## config.mk

```make
export PLATFORM = sky130hd
export DESIGN_NAME = uart_int_status
export DESIGN_NICKNAME = d
export VERILOG_FILES = /design/src/rtl/uart_int_status.sv
export SDC_FILE = /design/constraint.sdc
export NUM_CORES = 1
export LEC_CHECK = 0
export ABC_AREA = 1
export CORE_MARGIN = 3
export CORE_UTILIZATION = 41
export DETAILED_ROUTE_END_ITERATION = 7
export GPL_TIMING_DRIVEN = 1
export HOLD_SLACK_MARGIN = 0.15
export MAX_ROUTING_LAYER = met4
export PLACE_DENSITY = 0.76
export SLEW_MARGIN = 20
export SYNTH_ARGS = -nofsm -noshare
export SYNTH_HDL_FRONTEND = slang
export SYNTH_SLANG_ARGS = --single-unit
```

## constraint.sdc

```tcl
create_clock -name clk -period 1.3 [get_ports clk]
set_input_delay 0.13 -clock clk [delete_from_list [all_inputs] [get_ports clk]]
set_output_delay 0.13 -clock clk [all_outputs]
set_load 0.03 [all_outputs]
```

## src/rtl/uart_int_status.sv

```systemverilog
// uart_int_status: sticky W1C interrupt status, enable gating into pending bits,
// and a registered IRQ line that enforces a minimum low gap after each deassert.
module uart_int_status #(
  parameter int unsigned        NUM_SRC   = 5,
  parameter logic [NUM_SRC-1:0] EDGE_MASK = '1,
  parameter int unsigned        IRQ_GAP   = 4
) (
  input  logic               clk,
  input  logic               rst,
  input  logic [NUM_SRC-1:0] evt_i,
  input  logic [NUM_SRC-1:0] int_en,
  input  logic               clr_we,
  input  logic [NUM_SRC-1:0] clr_data,
  output logic [NUM_SRC-1:0] sts_o,
  output logic [NUM_SRC-1:0] pend_o,
  output logic               irq_o
);
  typedef enum logic [1:0] {IDLE, ASSERT, GAP} state_e;
  localparam logic [3:0] GAP_N = 4'(IRQ_GAP);
  state_e             state_q, state_d;
  logic [NUM_SRC-1:0] evt_q, sts_q, sts_d, set, clr;
  logic [3:0]         cnt_q, cnt_d;
  logic               irq_q, irq_d;
  // set wins over clear so an event coinciding with a W1C is never lost
  always_comb begin
    set   = (EDGE_MASK & evt_i & ~evt_q) | (~EDGE_MASK & evt_i);
    clr   = clr_we ? clr_data : '0;
    sts_d = (sts_q & ~clr) | set;
  end
  assign sts_o  = sts_q;
  assign pend_o = sts_q & int_en;
  assign irq_o  = irq_q;
  always_comb begin
    state_d = state_q;
    cnt_d   = cnt_q;
    case (state_q)
      IDLE:    state_d = |pend_o ? ASSERT : IDLE;
      ASSERT: begin
        if (~|pend_o) begin
          state_d = (GAP_N == 4'd0) ? IDLE : GAP;
          cnt_d   = GAP_N;
        end
      end
      GAP: begin
        cnt_d   = cnt_q - 4'd1;
        state_d = (cnt_q == 4'd1) ? IDLE : GAP;
      end
      default: state_d = IDLE;
    endcase
    irq_d = (state_d == ASSERT);
  end
  always_ff @(posedge clk or posedge rst) begin
    if (rst) begin
      evt_q   <= '0;
      sts_q   <= '0;
      state_q <= IDLE;
      cnt_q   <= '0;
      irq_q   <= 1'b0;
    end else begin
      evt_q   <= evt_i;
      sts_q   <= sts_d;
      state_q <= state_d;
      cnt_q   <= cnt_d;
      irq_q   <= irq_d;
    end
  end
endmodule

```

==> results.cfg <==
[clock_tree]
cts.sinks = 17
clockBufferDepth = 2
clk_pin_slew_ns = 0.10
cts_root_buf = clkbuf_4
clk_latency_ns = 0.29
postCtsSetupRepairBufs = 0
htreeDepth = 1
cts_tree = yes
cts_buffers = 3

[layout]
final_util_pct = 67.0
fillerInstances = 130
num-nets-final = 137
diodes = 0
drive_above_1_share_pct = 12.9
area_delta_synth_final_pct = 45.6

[grt]
grt_pass1_wl_um = 2300
antenna_found_initial = 0
grt_pass1_vias = 564
grt_max_degree = 18
grt_overflow = 0
track_usage_pct = 15.4

[timing]
holdWs_ns = 0.298
slew_headroom_pct = 78.8
report.final.setup_viol = 0
fmax_ghz = 0.806
worst_pin_slew_ns = 0.319
hold_viol_final = 0
finalCritPeriodShare_pct = 95.5
skew_ns = 0.00609
rsz0062_at_grt = no
drv_slew = 0
fin_crit_ns = 1.24
fin_tns_setup_ns = 0

[setup_path]
cp-end-kind = output port
worstSetupPathType = register to output port
cp_num_buf_inv = 1
cp_data_required_time_ns = 1.17
cp_top_family = buffers and inverters
start_kind = register
reg2reg_from = sts_o[2]$_DFF_PP0_
cp_slowest_cell = dlygate4sd2_1
slowest_delay_ns = 0.43
path_cells = dlygate4sd2_1
worstPathMaxFanout = 3
arrival_ns = 1.11
crit_start = sts_o[0]$_DFF_PP0_

[logic_synthesis]
synthCells = 82
synth_compound_area_share_pct = 6.14
synth_seq_cells = 17
synthesis.area_um2 = 733
synth_top_family_by_area = simple AND/OR/NAND/NOR gates
yosysWarnings = 0
synthSimpleGateAreaFrac_pct = 23.7
syn_avg_cell_area_um2 = 8.94
synth-xor-area-share_pct = 0
muxShareOfSynthArea_pct = 0
synth_fp_nets = 102
synth_cell_types = 15
synth_fa_ha_area_share_pct = 3.41
synth_seq_area_share_pct = 58.0

[floorplan]
core_um2 = 1590
io_pins = 29
dieArea_um2 = 2330
dieHeight_um = 48.3
row_count = 14
die_w_um = 48.3
initial_core_util_pct = 46.0

[pwr]
power.total_mw = 1.48
p_per_area_nw_per_um2 = 1390
peakVddDrop_uv = 862
p_leak_nw = 0.551

[flow_run]
drv_cap = 0

[route]
drtIter0Drc = 10
drc = 0
drt_first_pass_iters = 4
wirelength_um = 1500
ant_nets = 0
avgViaCountPerCell = 4.40
vias = 616
wl_per_cell_um = 10.7

[placement]
place.port_buffers = 28
routabilityCongestion = 0.746
hpwl_um = 1250

[outcome]
status = complete, no violations

[min_path]
hp-class = input port to register
min_from = evt_i[0]
## area by class of cell
class	count	area [um2]	area share, %
inverter	17	63.8	5.98
sequential	17	425	39.9
timing repair buffer	30	278	26.0
tap	24	30.0	2.81
clock buffer	4	26.3	2.46
multi-input combinational	48	244	22.9
## worst paths after layout
| path | cells after the start | end | slack [ns] |
|---|---|---|---|
| setup / recovery | 1 | sts_o[0] | 0.06 |
| hold / removal | 1 | evt_q[0]$_DFF_PP0_ | 0.30 |
| setup reg to reg | 6 | cnt_q[1]$_DFFE_PP0P_ | 0.13 |
| hold reg to reg | 1 | sts_o[1]$_DFF_PP0_ | 0.42 |
| max in group asynchronous | 4 | evt_q[2]$_DFF_PP0_ | 0.42 |
| min in group asynchronous | 4 | cnt_q[0]$_DFFE_PP0P_ | 0.70 |
## metrics by stage
step | area (um2) | cells | setup WS [ns]
2_1_floorplan | 733 | 82 | 0.0635
3_3_place_gp | 1040 | 135 | 0.0670
3_5_place_dp | 1040 | 135 | -0.0201
4_1_cts | 1070 | 140 | 0.0541
5_1_grt | 1070 | 140 | 0.0118
6_report | 1070 | 140 | 0.0588
## what timing repair did
| item | 4_1_cts | 5_1_grt |
|---|---|---|
| gates resized for setup | 6 | 0 |
| endpoints found under the setup margin | 6 | 0 |
| hold buffers | 1 | 0 |
| endpoints found under the hold margin | 17 | 0 |
## Yosys cell counts
| library cell | number | area (um2) |
|---|---|---|
| nand2_2 | 1 | 6.26 |
| nand3_2 | 1 | 10.0 |
| nor2_1 | 3 | 11.3 |
| ha_1 | 2 | 25.0 |
| a21oi_1 | 3 | 15.0 |
| nor3b_1 | 1 | 7.51 |
| nor2_4 | 1 | 11.3 |
| or2_0 | 2 | 12.5 |
| nand2_1 | 22 | 82.6 |
| nand3_1 | 5 | 25.0 |
| dfrtp_1 | 17 | 425 |
| o21ai_0 | 6 | 30.0 |
| nand3b_1 | 1 | 7.51 |
| inv_1 | 14 | 52.6 |
| inv_2 | 3 | 11.3 |
## cell usage in the layout, fill, tap and decap left out, drive strengths merged
cell	n
clkbuf	4
dlygate4sd2	6
o21ai	6
nor2	4
nand3b	1
a21oi	3
buf	6
nor3b	1
or2	2
inv	17
clkdlybuf4s50	17
nand3	6
nand2	23
dlygate4sd3	1
ha	2
dfrtp	17
## registers in the layout (all words and copies together) (netlist names)
name     cells
evt_q        5
sts_o        5
cnt_q        4
state_q      2
irq_o        1
## layer usage
| layer | global-route usage, % | share of wire [%] |
|---|---|---|
| met1 | 15.9 | 41 |
| met2 | 27.6 | 53 |
| met3 | 2.21 | 4.9 |
| met4 | 8.06 | 1.8 |
| met5 | - | 0 |
## logic make-up after synthesis
| kind of cell | count (synthesis) |
|---|---|
| adders and majority gates | 2 |
| and+or+nand+nor | 37 |
| AOI/OAI and AO/OA | 9 |
| buffers and inverters | 17 |
| DFF | 17 |
## power by group
part,total (mW),internal (mW),switching [mW]
sequential,0.729,0.637,0.0919
combinational,0.476,0.203,0.273
clock,0.277,0.119,0.158
Power figures use the tool's default switching activity.
==> patch, RTL diff (config.mk and constraints unchanged) <==
Register the output `pend_o`, cleared by the reset; this adds one clock of latency there. The other outputs are not delayed to match.
--- a/src/rtl/uart_int_status.sv
+++ b/src/rtl/uart_int_status.sv
@@ -17,6 +17,8 @@
 );
   typedef enum logic [1:0] {IDLE, ASSERT, GAP} state_e;
   localparam logic [3:0] GAP_N = 4'(IRQ_GAP);
+
+  logic [NUM_SRC-1:0] pend_d;
   state_e             state_q, state_d;
   logic [NUM_SRC-1:0] evt_q, sts_q, sts_d, set, clr;
   logic [3:0]         cnt_q, cnt_d;
@@ -28,15 +30,15 @@
     sts_d = (sts_q & ~clr) | set;
   end
   assign sts_o  = sts_q;
-  assign pend_o = sts_q & int_en;
+  assign pend_d = sts_q & int_en;
   assign irq_o  = irq_q;
   always_comb begin
     state_d = state_q;
     cnt_d   = cnt_q;
     case (state_q)
-      IDLE:    state_d = |pend_o ? ASSERT : IDLE;
+      IDLE:    state_d = |pend_d ? ASSERT : IDLE;
       ASSERT: begin
-        if (~|pend_o) begin
+        if (~|pend_d) begin
           state_d = (GAP_N == 4'd0) ? IDLE : GAP;
           cnt_d   = GAP_N;
         end
@@ -64,5 +66,13 @@
       irq_q   <= irq_d;
     end
   end
+  always_ff @(posedge clk or posedge rst) begin
+    if (rst) begin
+      pend_o <= '0;
+    end else begin
+      pend_o <= pend_d;
+    end
+  end
+
 endmodule
 
Check against the original RTL: not equivalent (a bounded check fails within 4 cycles, from zero or initial values and one cycle with rst high).
==> patch against the original RTL <==
Sequential cell count increased by 5; final area rose by 15%; clock power increased by 32%; hold slack worse by 17 ps; synthesized cell count rose by 8.5%; area after synthesis increased by 17%; utilization decreased by 0.49 points; setup slack got worse by 6.4 ps; total power up 18%; wire length increased by 17%; count of clock-buffer cells in the layout stayed put; highest routed layer unchanged.
==> patch: results (changes against the original RTL) <==
metric	value	unit	change
worstReg2RegStart	sts_o[0]		was sts_o[2]
synth_nets	109		was 102
hold_path_class	in -> reg		unchanged
vdd.ir_drop.worst	0.9387	mV	was 0.8621 mV
slew-limit-headroom	0.7870		was 0.7882
r2r-end	cnt_q[3]		was cnt_q[1]
synthTopCellsByCount	nand2_1 (25), dfrtp_1 (22), inv_1 (17)		was nand2_1 (22), dfrtp_1 (17), inv_1 (14)
pre_cts_slack	57.25	ps	was -20.10 ps
hold_end	evt_q[1]		was evt_q[0]
avgViaCountPerCell	4.327		was 4.400
fill_cells	172		was 130
reg2reg_depth	7		was 6
min-delay-start	evt_i[1]		was evt_i[0]
intPower	0.001173	W	was 0.0009592 W
grt_pass1_wl	3118	um	was 2304 um
drt_iter0_drc	6		was 10
hpwlAfterDp	1390	um	was 1248 um
yosysSeqAreaShare	0.6433		was 0.5802
routabilityCongestion	0.7506		was 0.7462
grtUsageTotal	0.1645		was 0.1537
clk_pin_slew	120	ps	was 100 ps
ys_types	12		was 15
worst_hold_slack	281.4	ps	was 298.3 ps
status	finished clean		unchanged
drive_gt1_frac	0.08800		was 0.1293
synth_top_cells_by_area	dfrtp_1 (64%), nand2_1 (11%), inv_1 (7.5%), o21ai_0 (4.1%), nand3_1 (3.5%)		was dfrtp_1 (58%), nand2_1 (11%), inv_1 (7.2%), o21ai_0 (4.1%), ha_1 (3.4%)
p_leak	0.6502	nW	was 0.5510 nW
==> patch: cell types whose count changed in the layout (fill, tap and decap cells not counted), sizes merged, moves of 2 or more <==
cell	change
buf	-3
inv	+2
dfrtp	+5
dlygate4sd2	+5
nand2	+2
==> patch: worst max path at each step <==
stage                   start        to  slack, ps  cells after the start
finish               sts_o[1]  sts_o[1]         50                      1
global route         sts_o[1]  sts_o[1]          1                      1
CTS                  sts_o[2]  sts_o[2]         40                      1
detailed placement  int_en[4]  cnt_q[3]         60                      7
global placement    int_en[2]  cnt_q[3]         70                      7
floorplan            sts_o[2]  cnt_q[3]        120                      6
==> patch: routing by layer <==
layer,up-vias,track usage,routed length [um],share of wire
li1,341,-,-,-
met1,287,0.1732,739,0.42
met2,17,0.3030,927,0.53
met3,4,0.02006,48,0.027
met4,0,0.07860,37,0.021
met5,-,-,0,0
==> patch: power groups by stage <==
stage	combinational [W]	sequential (W)	clock (W)
2_1_floorplan	0.000232	0.000966	0
3_3_place_gp	0.000502	0.000893	0
3_5_place_dp	0.000526	0.000900	0
4_1_cts	0.000515	0.000885	0.000375
5_1_grt	0.000566	0.000898	0.000413
6_report	0.000505	0.000883	0.000367
==> patch: through the flow <==
step / cell area, um^2 / cells
floorplan: 855.8 / 89
global route: 1222 / 150
detailed placement: 1190 / 145
finish: 1222 / 150
global placement: 1190 / 145
CTS: 1222 / 150
==> patch: what timing repair did <==
item                                    CTS  global route
endpoints found under the setup margin   11             0
hold buffers                              1             0
hold endpoints to repair                 12             0
gates resized for setup                  11             0
==> patch: logic make-up after synthesis <==
kind of cell	after synthesis	synth area share
compound gates	10	0.05847
fa+ha+maj	2	0.02924
buf+inv	19	0.08334
flops	22	0.6433
simple gates	36	0.1857
==> patch: cell type report <==
cell class | count | area [um^2] | area share
Inverter | 19 | 71.32 | 0.05834
Tap cell | 25 | 31.28 | 0.02559
Sequential cell | 22 | 550.5 | 0.4504
Clock buffer | 4 | 36.28 | 0.02968
Multi-Input combinational cell | 48 | 234.0 | 0.1914
Timing Repair Buffer | 32 | 299.0 | 0.2446
